--- src/rtl/gps_cfg_scheduler_pkg.sv ---
// gps_cfg_scheduler_pkg: shared FSM encodings, scan default and config-bundle layout
//   state_e : OFF / START / RUN encodings (3 is illegal)
//   cfg_t   : active config bundle n_sat/ca_phase/doppler/snr/noise_off/signal_off
package gps_cfg_scheduler_pkg;

    typedef enum logic [1:0] {
        ST_OFF   = 2'd0,
        ST_START = 2'd1,
        ST_RUN   = 2'd2
    } state_e;

    localparam int MAX_SAT_DEFAULT = 32;

    localparam int N_SAT_W      = 5;
    localparam int CA_PHASE_W   = 16;
    localparam int DOPPLER_W    = 8;
    localparam int SNR_W        = 8;
    localparam int NOISE_OFF_W  = 1;
    localparam int SIGNAL_OFF_W = 1;
    localparam int CFG_W        = N_SAT_W + CA_PHASE_W + DOPPLER_W + SNR_W + NOISE_OFF_W + SIGNAL_OFF_W;
    // Everything except n_sat, which scan mode owns.
    localparam int CFG_REST_W   = CFG_W - N_SAT_W;

    typedef struct packed {
        logic [N_SAT_W-1:0]      n_sat;
        logic [CA_PHASE_W-1:0]   ca_phase;
        logic [DOPPLER_W-1:0]    doppler;
        logic [SNR_W-1:0]        snr;
        logic [NOISE_OFF_W-1:0]  noise_off;
        logic [SIGNAL_OFF_W-1:0] signal_off;
    } cfg_t;

endpackage

--- src/rtl/gps_sat_scan_ctr.sv ---
// gps_sat_scan_ctr: dwell counter and satellite-ID advance for scan mode
//   clk_in, rst_in     : clock, async active-high reset
//   clear_in           : hold the dwell counter at 0
//   tick_in            : one epoch elapsed while scanning
//   dwell_in           : epochs per satellite minus 1
//   n_sat_in           : current active satellite ID
//   advance_out        : n_sat should take n_sat_next_out this epoch
//   n_sat_next_out     : following satellite ID, wrapping MAX_SAT to 1
module gps_sat_scan_ctr
    import gps_cfg_scheduler_pkg::*;
#(
    parameter int MAX_SAT = MAX_SAT_DEFAULT
) (
    input  logic               clk_in,
    input  logic               rst_in,
    input  logic               clear_in,
    input  logic               tick_in,
    input  logic [7:0]         dwell_in,
    input  logic [N_SAT_W-1:0] n_sat_in,
    output logic               advance_out,
    output logic [N_SAT_W-1:0] n_sat_next_out
);

    localparam logic [N_SAT_W:0] MAX_ID = (N_SAT_W + 1)'(MAX_SAT);

    logic [7:0]       cnt_q, cnt_d;
    logic [N_SAT_W:0] sat_id;

    // A 5-bit port cannot carry ID 32, so 0 stands for 32; this also makes
    // an unconfigured 0 advance straight to 1.
    assign sat_id         = (n_sat_in == '0) ? (N_SAT_W + 1)'(32) : {1'b0, n_sat_in};
    assign n_sat_next_out = (sat_id >= MAX_ID) ? N_SAT_W'(1) : n_sat_in + N_SAT_W'(1);
    // >= keeps the dwell bounded if dwell_in is lowered below the running count.
    assign advance_out    = tick_in && !clear_in && (cnt_q >= dwell_in);

    always_comb begin
        cnt_d = clear_in ? 8'd0 : !tick_in ? cnt_q : advance_out ? 8'd0 : cnt_q + 8'd1;
    end

    always_ff @(posedge clk_in or posedge rst_in) begin
        if (rst_in) cnt_q <= 8'd0;
        else        cnt_q <= cnt_d;
    end

endmodule

--- src/rtl/gps_cfg_scheduler.sv ---
// gps_cfg_scheduler: moves live register-bank config into the generator only on C/A epochs
//   clk_in, rst_in                  : clock, async active-high reset
//   enable_in                       : run request; low forces OFF next clock
//   n_sat_in .. signal_off_in       : live config values
//   ca_phase_start_in               : request a phase load with each commit
//   code_phase_done_in              : 1 ms epoch pulse from the generator
//   scan_ena_in, dwell_in           : auto satellite scan, epochs per satellite minus 1
//   gen_enable_out                  : generator enable (high in RUN)
//   n_sat_out .. signal_off_out     : active config
//   ca_phase_load_out               : one-cycle pulse when the active config is loaded
//   pending_out, state_out          : shadow differs from active, FSM state
module gps_cfg_scheduler
    import gps_cfg_scheduler_pkg::*;
#(
    parameter int MAX_SAT = MAX_SAT_DEFAULT
) (
    input  logic        clk_in,
    input  logic        rst_in,
    input  logic        enable_in,
    input  logic [4:0]  n_sat_in,
    input  logic        ca_phase_start_in,
    input  logic [15:0] ca_phase_in,
    input  logic [7:0]  doppler_in,
    input  logic [7:0]  snr_in,
    input  logic        noise_off_in,
    input  logic        signal_off_in,
    input  logic        code_phase_done_in,
    input  logic        scan_ena_in,
    input  logic [7:0]  dwell_in,
    output logic        gen_enable_out,
    output logic [4:0]  n_sat_out,
    output logic        ca_phase_load_out,
    output logic [15:0] ca_phase_out,
    output logic [7:0]  doppler_out,
    output logic [7:0]  snr_out,
    output logic        noise_off_out,
    output logic        signal_off_out,
    output logic        pending_out,
    output logic [1:0]  state_out
);

    state_e             state_q, state_d;
    cfg_t               cfg_q, cfg_d, cfg_in;
    logic               pending_q, pending_d;
    logic               load_q, load_d;
    logic               gen_q, gen_d;
    logic               run_act, diff, commit, advance;
    logic [N_SAT_W-1:0] n_sat_next;

    assign cfg_in  = {n_sat_in, ca_phase_in, doppler_in, snr_in, noise_off_in, signal_off_in};
    // enable_in low overrides every RUN action so the drop to OFF is clean.
    assign run_act = (state_q == ST_RUN) && enable_in;
    // n_sat belongs to the scanner while scanning, so it cannot raise pending.
    assign diff    = (!scan_ena_in && cfg_in.n_sat != cfg_q.n_sat) ||
                     (cfg_in[CFG_REST_W-1:0] != cfg_q[CFG_REST_W-1:0]);
    assign commit  = run_act && code_phase_done_in && (pending_q || diff);

    gps_sat_scan_ctr #(.MAX_SAT(MAX_SAT)) u_scan (
        .clk_in         (clk_in),
        .rst_in         (rst_in),
        .clear_in       (!(run_act && scan_ena_in)),
        .tick_in        (run_act && scan_ena_in && code_phase_done_in),
        .dwell_in       (dwell_in),
        .n_sat_in       (cfg_q.n_sat),
        .advance_out    (advance),
        .n_sat_next_out (n_sat_next)
    );

    always_comb begin
        state_d   = state_q;
        cfg_d     = cfg_q;
        pending_d = 1'b0;
        load_d    = 1'b0;
        if (!enable_in) state_d = ST_OFF;
        else case (state_q)
            ST_OFF:   state_d = ST_START;
            ST_START: begin
                state_d = ST_RUN;
                cfg_d   = cfg_in;
                load_d  = ca_phase_start_in;
            end
            ST_RUN:   begin
                // A commit this epoch absorbs any difference, so pending stays clear.
                pending_d = diff && !code_phase_done_in;
                if (commit) cfg_d = scan_ena_in ? {cfg_q.n_sat, cfg_in[CFG_REST_W-1:0]} : cfg_in;
                if (advance) cfg_d.n_sat = n_sat_next;
                load_d    = ca_phase_start_in && (commit || advance);
            end
            default:  state_d = ST_OFF;
        endcase
        gen_d = (state_d == ST_RUN);
    end

    always_ff @(posedge clk_in or posedge rst_in) begin
        if (rst_in) begin
            state_q   <= ST_OFF;
            cfg_q     <= '0;
            pending_q <= 1'b0;
            load_q    <= 1'b0;
            gen_q     <= 1'b0;
        end else begin
            state_q   <= state_d;
            cfg_q     <= cfg_d;
            pending_q <= pending_d;
            load_q    <= load_d;
            gen_q     <= gen_d;
        end
    end

    assign gen_enable_out    = gen_q;
    assign n_sat_out         = cfg_q.n_sat;
    assign ca_phase_out      = cfg_q.ca_phase;
    assign doppler_out       = cfg_q.doppler;
    assign snr_out           = cfg_q.snr;
    assign noise_off_out     = cfg_q.noise_off;
    assign signal_off_out    = cfg_q.signal_off;
    assign ca_phase_load_out = load_q;
    assign pending_out       = pending_q;
    assign state_out         = state_q;

endmodule

--- config.mk ---
export PLATFORM = sky130hd
export DESIGN_NAME = gps_cfg_scheduler
export DESIGN_NICKNAME = d
export VERILOG_FILES = /design/src/rtl/gps_cfg_scheduler_pkg.sv /design/src/rtl/gps_sat_scan_ctr.sv /design/src/rtl/gps_cfg_scheduler.sv
export SDC_FILE = /design/constraint.sdc
export NUM_CORES = 1
export LEC_CHECK = 0
export ABC_AREA = 1
export BUFFER_PORTS_ARGS = -buffer_cell sky130_fd_sc_hd__buf_2
export CORE_ASPECT_RATIO = 0.6
export CORE_MARGIN = 8
export CORE_UTILIZATION = 54
export CTS_BUF_LIST = sky130_fd_sc_hd__clkbuf_8
export DETAILED_ROUTE_END_ITERATION = 7
export GPL_TIMING_DRIVEN = 0
export PLACE_DENSITY = 0.88
export SLEW_MARGIN = 20
export SYNTH_ARGS = -nofsm -noshare
export SYNTH_HDL_FRONTEND = slang
export SYNTH_SLANG_ARGS = --single-unit
export TNS_END_PERCENT = 1
--- constraint.sdc ---
create_clock -name clk_in -period 2.3 [get_ports clk_in]
set_input_delay 0.575 -clock clk_in [delete_from_list [all_inputs] [get_ports clk_in]]
set_output_delay 0.575 -clock clk_in [all_outputs]
set_load 0.02 [all_outputs]
==> results of run 1 <==
==> sequential cells by signal, indices dropped and copies added (netlist names) <==
register / cells
noise_off_out: 1
signal_off_out: 1
pending_out: 1
ca_phase_load_out: 1
ca_phase_out: 16
doppler_out: 8
u_scan.cnt_q: 8
n_sat_out: 5
state_out: 2
gen_enable_out: 1
snr_out: 8
==> kinds of logic after synthesis <==
group / share of synthesized area, %
XOR/XNOR: 7.54
flip-flops: 40.0
AND/OR/NAND/NOR: 31.7
buffers and inverters: 10.1
adder cells (fa/ha/maj): 5.39
AO/OA/AOI/OAI: 5.27
==> power by group through the flow <==
| stage | Clock, mW | Sequential, mW | Combinational [mW] |
|---|---|---|---|
| after floorplan | 0 | 2.06 | 0.943 |
| after global placement | 0 | 1.64 | 1.99 |
| after detailed placement | 0 | 1.67 | 2.06 |
| after CTS | 0.739 | 1.65 | 2.07 |
| after global routing | 0.771 | 1.71 | 2.27 |
| final | 0.724 | 1.66 | 2.04 |
==> layer usage <==
layer  part of all wire [%]  vias to the layer above
met1                     45                     1451
met5                      0                        -
met4                   0.91                        0
li1                       -                     1563
met3                    7.3                        7
met2                     47                       89
==> worst max-delay path by stage <==
stage | from | to | slack, ns | cells after the start
2_1_floorplan | dwell_in[5] | n_sat_out[0] | 0.27 | 12
3_3_place_gp | rst_in | doppler_out[4] | -0.24 | 2
3_5_place_dp | dwell_in[5] | n_sat_out[0] | -0.22 | 13
4_1_cts | u_scan.cnt_q[5] | n_sat_out[1] | 0.04 | 10
5_1_grt | u_scan.cnt_q[5] | n_sat_out[2] | 0.01 | 11
6_report | u_scan.cnt_q[5] | n_sat_out[1] | 0.18 | 10
==> layout make-up <==
cell class | count | area, µm² | area share, %
Buffer | 10 | 76.3 | 1.90
Clock buffer | 5 | 68.8 | 1.72
Clock inverter | 2 | 60.1 | 1.50
Inverter | 67 | 251 | 6.27
Multi-Input combinational cell | 312 | 1650 | 41.1
Sequential cell | 52 | 1300 | 32.4
Tap cell | 84 | 105 | 2.62
Timing Repair Buffer | 97 | 500 | 12.5
==> cells in the final DEF, fill, tap and decap left out, types with 2 or more instances in the layout <==
cell	instances
a21oi_1	2
o22ai_1	7
buf_6	3
clkbuf_8	5
xor2_1	14
nand3_1	39
inv_2	4
nor3_1	4
nor2_1	40
nand2_1	141
bufinv_16	2
o21ai_0	11
nand4_1	3
xnor2_1	14
buf_2	100
nand2_2	8
o21ai_2	5
dfrtp_1	52
inv_1	63
ha_1	14
==> worst reg2reg max path, cell delays in order, from the launching register on <==
cell and delay [ns]:
dfrtp_1 0.42, ha_1 0.30, a21oi_1 0.15, nor3_1 0.07
nor3b_2 0.24, nand3_1 0.16, nand2_2 0.16, buf_2 0.23
o21ai_0 0.13, nand3_1 0.10, nand2_1 0.06
==> metrics by stage <==
stage	instances	hold WS, ns	power (mW)	setup WS (ns)
6_report	629	0.297	4.43	0.183
5_1_grt	629	0.331	4.75	0.0128
3_5_place_dp	622	0.504	3.72	-0.218
3_3_place_gp	621	0.491	3.63	-0.243
4_1_cts	629	0.310	4.46	0.0372
2_1_floorplan	441	0.490	3.00	0.273
==> results.toml, run 1 <==
[status]
status = "complete, no violations"

[setup_path]
cp_max_fo = 10
critPathMaxStageDelay_ns = 0.42
crit_arrival_ns = 2.31
r2r_cells = 10
timing.rr.end = "n_sat_out[1]"
regToRegStartpoint = "u_scan.cnt_q[5]"
crit_chain = "ha_1 > a21oi_1 > nor3_1 > nor3b_2 > nand3_1 > nand2_2 > buf_2 > o21ai_0 > nand3_1 > nand2_1"
cp.required_ns = 2.50
critPathTopFamily = "simple AND/OR/NAND/NOR gates"
crit_top_cell = "nand3_1"
cp-start-kind = "register"
cp_slowest_cell = "dfrtp_1"
cp.buffers_inverters = 1
critical_path_class = "register to register"
rrSetupSlack_ns = 0.18
crit_path_end_kind = "register"

[power]
switching_share_pct = 44.2
internal_power_mw = 2.47
clkPwrFrac_pct = 16.4
seqPwrFrac_pct = 37.5
combinationalPowerShare_pct = 46.1
max-vdd-ir-drop_mv = 0.563
p_per_area_nw_per_um2 = 1100
leakage_nw = 2.32
p_switching_mw = 1.96

[global_routing]
grt_use_met1_pct = 25.0
antenna_found_initial = 0
grt_pass1_vias = 3052
use_met3_pct = 4.35
grt_pass1_wl_um = 13800
grt_busiest_layer = "met2"
grt_overflow = 0
met2_usage_pct = 30.5
gr-usage-all-layers_pct = 19.0
grt_max_degree = 32

[timing]
fin_setup_tns_ns = 0
skew_ns = 0.00301
worstMarginPinSlew_ns = 0.560
finalHoldViolCount = 0
fin_crit_sh_pct = 92.0
setup_violations = 0
rsz0062_at_grt = "false"
slew_headroom_pct = 62.7
fmax_mhz = 472
drv_slew = 0
min_period_ns = 2.12

[routing]
drc = 0
ant_nets = 0
wl_per_cell_um = 13.3
dr.pass1.iters = 4
drt-initial-drc-count = 159
vias = 3110
drt-vias-per-instance = 4.94
drt-total-wl_um = 8340

[floorplanning]
die-width_um = 116
fp.dieArea_um2 = 8840
start_util_pct = 54.4
ios = 97
core.rowCount = 22
fp.dieH_um = 76.1
core_area_um2 = 5970

[min_path]
hp-class = "input port to async pin"

[synthesis]
post_synth_num_cell_types = 29
synthTopCellsByArea = "dfrtp_1, nand2_1, inv_1, nand3_1, ha_1"
yosys.area.top_type = "dfrtp_1"
avgSynthCellArea_um2 = 7.37
synth_seq_cells = 52
syn-cell-area_um2 = 3250
synth_edf_count = 0
synth_common_cells = "nand2_1, inv_1, dfrtp_1"
async_reset_ff_share_pct = 100
synth.top_cell.area_share_pct = 40.0
yosysWarnings = 0
synth_seq_area_share_pct = 40.0
yosysMostFrequentCell = "nand2_1"
syn_inst = 441
synth_ff_type = "dfrtp_1"
synthesis.nets = 508

[final_layout]
stdcell_area_um2 = 4010
syn_to_final_growth_pct = 23.4
drive_gt1_share_pct = 25.1
n_antenna_cell = 0
nNetsFinal = 612
finish.utilization_pct = 67.1
fill_cells = 554

[placed_design]
port_buffers = 96
dpl_cell_area_um2 = 3860
gp_congestion = 0.865
dpl.hpwl_um = 6660

[clocking]
post-cts-setup-buffers = 0
ctsHoldBuffers = 0
clk_latency_ns = 0.30
cts_buffer_depth = 2
clock-sinks = 52
cts_tree = "built"
cts.htree.levels = 2
cts_buffers = 5
cts_resized = 0
root_buffer = "clkbuf_8"
clk_pin_slew_worst_paths_ns = 0.09

[flow_run]
maxCapViolCount = 0
Note: power is estimated with default switching activity, not from simulation.
==> inputs of run 2 (changes only) <==
--- a/config.mk
+++ b/config.mk
@@ -8,5 +8,5 @@
 export ABC_AREA = 1
 export BUFFER_PORTS_ARGS = -buffer_cell sky130_fd_sc_hd__buf_2
-export CORE_ASPECT_RATIO = 0.6
+export CORE_ASPECT_RATIO = 1.75
 export CORE_MARGIN = 8
 export CORE_UTILIZATION = 54
==> constraint.sdc (replaced) <==
create_clock -name clk_in -period 2.3 [get_ports clk_in]
set_input_delay 0.23 -clock clk_in [delete_from_list [all_inputs] [get_ports clk_in]]
set_output_delay 0.23 -clock clk_in [all_outputs]
set_load 0.02 [all_outputs]
==> run 2 against run 1 <==
  * Hold slack worse by 0.29 ns
  * Highest routed layer unchanged
  * Largest power group unchanged
  * Core utilization grew 1.1 points
  * Sequential cell count unchanged
  * Sequential share of layout area rose by 0.24 points
  * Global-route usage grew 0.059 points
  * Power about the same
  * Wire length down 0.91%
  * First-iteration DRC count decreased by 47%
  * Combinational power hardly changed
==> results.toml, run 2 (same netlist as run 1, synthesis figures left out) <==
[status]
status = "complete, no violations"

[floorplanning]
ios = 97
start_util_pct = 55.7
fp.dieArea_um2 = 8860
core_area_um2 = 5830
die-width_um = 74.7
core.rowCount = 37
fp.dieH_um = 119

[setup_path]
cp-start-kind = "register"
cp.required_ns = 2.55
crit_arrival_ns = 2.37
cp_max_fo = 6
critical_path_class = "register to register"
crit_path_end_kind = "register"

[placed_design]
dp_cells = 615
gp_congestion = 0.805
port_buffers = 96
dpl.hpwl_um = 6530
dp_worst_setup_slack_ns = 0.116
dpl_cell_area_um2 = 3830

[power]
switching_share_pct = 44.3
p_switching_mw = 1.96
combinationalPowerShare_pct = 46.3
internal_power_mw = 2.47
clkPwrFrac_pct = 16.5
seqPwrFrac_pct = 37.2
leakage_nw = 2.31
report.power.total_mw = 4.43
p_per_area_nw_per_um2 = 1110
max-vdd-ir-drop_mv = 0.715

[timing]
fin_setup_tns_ns = 0
skew_ns = 0.00692
min_period_ns = 2.12
finalHoldViolCount = 0
rsz0062_at_grt = "false"
setup_violations = 0
fmax_mhz = 472
fin_ws_ns = 0.182
drv_slew = 0
fin_crit_sh_pct = 92.1
slew_headroom_pct = 56.8
whs_ns = 0.00348
worstMarginPinSlew_ns = 0.648

[final_layout]
syn_to_final_growth_pct = 22.4
nNetsFinal = 611
drive_gt1_share_pct = 24.8
finish.utilization_pct = 68.2
stdcell_area_um2 = 3980
final_cells = 622
largest_reg_flops = 16
fill_cells = 526
final_common_cell = "nand2_1"
seqCellArea_um2 = 1300
multi_input_area_um2 = 1640
final_cell_mix = "nand2_1, buf_2, inv_1"
n_antenna_cell = 0

[clocking]
post-cts-setup-buffers = 0
clock-sinks = 52
clk_latency_ns = 0.31
clk_pin_slew_worst_paths_ns = 0.09
cts.htree.levels = 2
ctsHoldBuffers = 0
cts_tree = "built"
cts_buffer_depth = 2
root_buffer = "clkbuf_8"
cts_buffers = 5
cts_resized = 0

[routing]
wl_met2_um = 4540
vias = 3098
drt-total-wl_um = 8270
ant_nets = 0
drt-initial-drc-count = 85
drc = 0
wl_met3_um = 530
dr.pass1.iters = 4
wl_per_cell_um = 13.3
met1Wirelength_um = 2940
drt-vias-per-instance = 4.98
top_layer = "met4"

[global_routing]
grt_overflow = 0
antenna_found_initial = 0
gr-usage-all-layers_pct = 19.1
grt_pass1_vias = 3205
grt_pass1_wl_um = 13500
grt_max_degree = 53

[min_path]
hp-class = "input port to async pin"

[flow_run]
maxCapViolCount = 0
==> run 2: changes by cell type in the layout (fill, tap and decap cells not counted) <==
cell     before  now
inv_4         0    1
nand3_2       1    0
inv_2         4    3
nand3_1      39   40
buf_12        1    0
==> run 2: worst max-delay path, cell delays in order (launching register included) <==
cell,delay (ns)
dfrtp_1,0.42
ha_1,0.30
a21oi_1,0.17
nor3_1,0.07
nor3b_2,0.23
nand3_1,0.16
nand2_2,0.15
nand3_1,0.22
nand2_2,0.18
nand2_1,0.08
nand2_1,0.06
==> run 2: cell type report <==
class                           count  area share [%]
Clock buffer                        5            1.73
Sequential cell                    52            32.7
Timing Repair Buffer               96            12.1
Tap cell                           78            2.45
Buffer                             10            1.92
Inverter                           67            6.38
Clock inverter                      2            1.51
Multi-Input combinational cell    312            41.2
==> run 2: power by group through the flow <==
stage          clock network (mW)  registers (mW)  logic, mW
6_report                    0.730            1.65       2.05
5_1_grt                     0.773            1.70       2.27
4_1_cts                     0.743            1.65       2.08
3_5_place_dp                    0            1.66       2.05
3_3_place_gp                    0            1.63       2.00
2_1_floorplan                   0            2.06      0.943
==> run 2: path summary, 6_finish.rpt <==
check	start	endpoint	slack [ns]	cells past startpoint
max in group asynchronous	rst_in	ca_phase_out[8]	1.86	2
setup / recovery	u_scan.cnt_q[5]	n_sat_out[1]	0.18	10
hold reg to reg	doppler_out[5]	doppler_out[5]	0.53	2
min in group clk_in	code_phase_done_in	pending_out	0.11	2
hold / removal	rst_in	n_sat_out[3]	0.003	2
setup reg to reg	u_scan.cnt_q[5]	n_sat_out[1]	0.18	10
==> run 2: per-layer routing <==
layer | vias to the layer above | global-route usage, %
met5 | - | 0
met4 | 0 | 9.26
met2 | 89 | 35.2
met1 | 1428 | 18.4
met3 | 20 | 4.66
li1 | 1561 | -
==> inputs of run 3 (changes only) <==
CORE_ASPECT_RATIO = not set   (was 1.75)
==> run 3 against run 2 <==
  * Combinational power is essentially flat
  * Fmax is 0.81% higher
  * Wire length down 2.3%
  * Critical path depth unchanged
  * Design area shrank 1.1%
  * Power shrank 4.3%
  * Count of clock-buffer cells in the layout rose by 2
  * Clock power is 24% lower
  * Register-to-register slack better by 0.02 ns
  * Hold slack improved by 0.014 ns
  * Core utilization fell by 1.4 points
  * Global-route usage is 0.052 points lower
  * Largest cell class unchanged
  * Largest power group unchanged
==> results.toml, run 3 (same netlist as run 1, synthesis figures left out) <==
[power]
p_per_area_nw_per_um2 = 1080
leakage_nw = 2.29
report.power.total_mw = 4.24
max-vdd-ir-drop_mv = 0.655

[clocking]
clk_pin_slew_worst_paths_ns = 0.09
cts_tree = "built"
cts_buffers = 5
root_buffer = "clkbuf_8"
post-cts-setup-buffers = 0
cts_buffer_depth = 2
clk_latency_ns = 0.30
clock-sinks = 52
cts.htree.levels = 2

[setup_path]
cp-start-kind = "register"
crit_chain = "ha_1 > inv_1 > nor3_2 > nand4_1 > nand3_1 > nand2_1 > a21boi_2 > nand2_2 > nand2_1 > nand2_1"
cp_slowest_cell = "dfrtp_1"
cp_max_fo = 6
crit_arrival_ns = 2.30
crit_top_cell = "nand2_1"
critPathTopFamily = "simple AND/OR/NAND/NOR gates"
cp.buffers_inverters = 1
critPathMaxStageDelay_ns = 0.41
cp.required_ns = 2.50
crit_path_end_kind = "register"
critical_path_class = "register to register"

[routing]
drt-total-wl_um = 8080
drt-vias-per-instance = 4.94
wl_per_cell_um = 13.0
drc = 0
ant_nets = 0
vias = 3057
dr.pass1.iters = 5
drt-initial-drc-count = 112

[floorplanning]
ios = 97
core.rowCount = 28
fp.dieArea_um2 = 8760
start_util_pct = 55.2
fp.dieH_um = 93.6
core_area_um2 = 5890
die-width_um = 93.6

[global_routing]
antenna_found_initial = 0
grt_pass1_wl_um = 13600
grt_pass1_vias = 3181
gr-usage-all-layers_pct = 19.0
grt_overflow = 0
grt_max_degree = 53

[placed_design]
port_buffers = 96
dpl.hpwl_um = 6410
gp_congestion = 0.818

[timing]
fin_crit_sh_pct = 91.4
setup_violations = 0
rsz0062_at_grt = "false"
slew_headroom_pct = 57.4
skew_ns = 0.0100
worstMarginPinSlew_ns = 0.639
finalHoldViolCount = 0
min_period_ns = 2.10
drv_slew = 0
fin_setup_tns_ns = 0
fmax_mhz = 476

[final_layout]
final_cell_mix = "nand2_1, buf_2, inv_1"
final_common_cell = "nand2_1"
seqCellArea_um2 = 1300
fill_cells = 525
nNetsFinal = 611
n_antenna_cell = 0
multi_input_area_um2 = 1630
largest_reg_flops = 16
syn_to_final_growth_pct = 21.1
drive_gt1_share_pct = 24.6

[min_path]
hp-class = "input port to async pin"

[status]
status = "complete, no violations"

[flow_run]
maxCapViolCount = 0
==> run 3: cell types whose count changed in the layout (fill, tap and decap cells not counted), sizes merged <==
cell    previous run  this run
clkbuf             6         9
buf              105       104
bufinv             2         0
==> run 3: repair_timing <==
action	in CTS	in global routing
setup endpoints to repair	0	6
resized for setup	0	3
hold buffers	0	0
==> run 3: worst paths after layout <==
check,from,endpoint,slack (ns),cells past startpoint
max in group asynchronous,rst_in,ca_phase_out[13],1.86,2
hold reg to reg,snr_out[0],snr_out[0],0.52,2
setup reg to reg,u_scan.cnt_q[7],n_sat_out[3],0.20,10
setup / recovery,u_scan.cnt_q[7],n_sat_out[3],0.20,10
hold / removal,rst_in,ca_phase_out[5],0.02,2
min in group clk_in,code_phase_done_in,pending_out,0.11,2
==> run 3: final cells by class <==
cell class | instances | area share (%)
Clock buffer | 7 | 2.45
Multi-Input combinational cell | 312 | 41.4
Inverter | 67 | 6.45
Tap cell | 75 | 2.38
Timing Repair Buffer | 96 | 12.2
Sequential cell | 52 | 33.1
Buffer | 10 | 2.00
==> run 3: layer usage <==
metal  global-route usage [%]  vias to the layer above  share of wire, %
met5                        0                        -                 0
met3                     5.69                       12               8.2
met1                     21.8                     1376                42
met2                     33.3                      107                49
met4                     5.55                        0               1.3
li1                         -                     1562                 -
==> run 3: metrics by stage <==
step	utilization, %	instances	hold slack, ns	setup slack (ns)	instance area, µm²
final	66.9	619	0.0173	0.199	3940
after global routing	66.9	619	0.0781	0.0101	3940
after CTS	66.7	619	0.0347	0.0814	3920
after detailed placement	65.0	612	0.373	0.101	3830
after global placement	65.0	612	0.425	0.0908	3820
after floorplan	-	441	0.302	0.493	3250
==> run 3: report_power, final <==
group	leakage [nW]	switching [mW]	total (mW)	internal [mW]
Combinational	1.58	1.27	2.04	0.765
Sequential	0.664	0.372	1.64	1.27
Clock	0.0503	0.289	0.557	0.269
==> run 3: worst register-to-register path, cell delays in order (launching register included) <==
cell	delay [ns]
dfrtp_1	0.41
ha_1	0.30
inv_1	0.06
nor3_2	0.21
nand4_1	0.14
nand3_1	0.15
nand2_1	0.14
a21boi_2	0.32
nand2_2	0.14
nand2_1	0.08
nand2_1	0.05
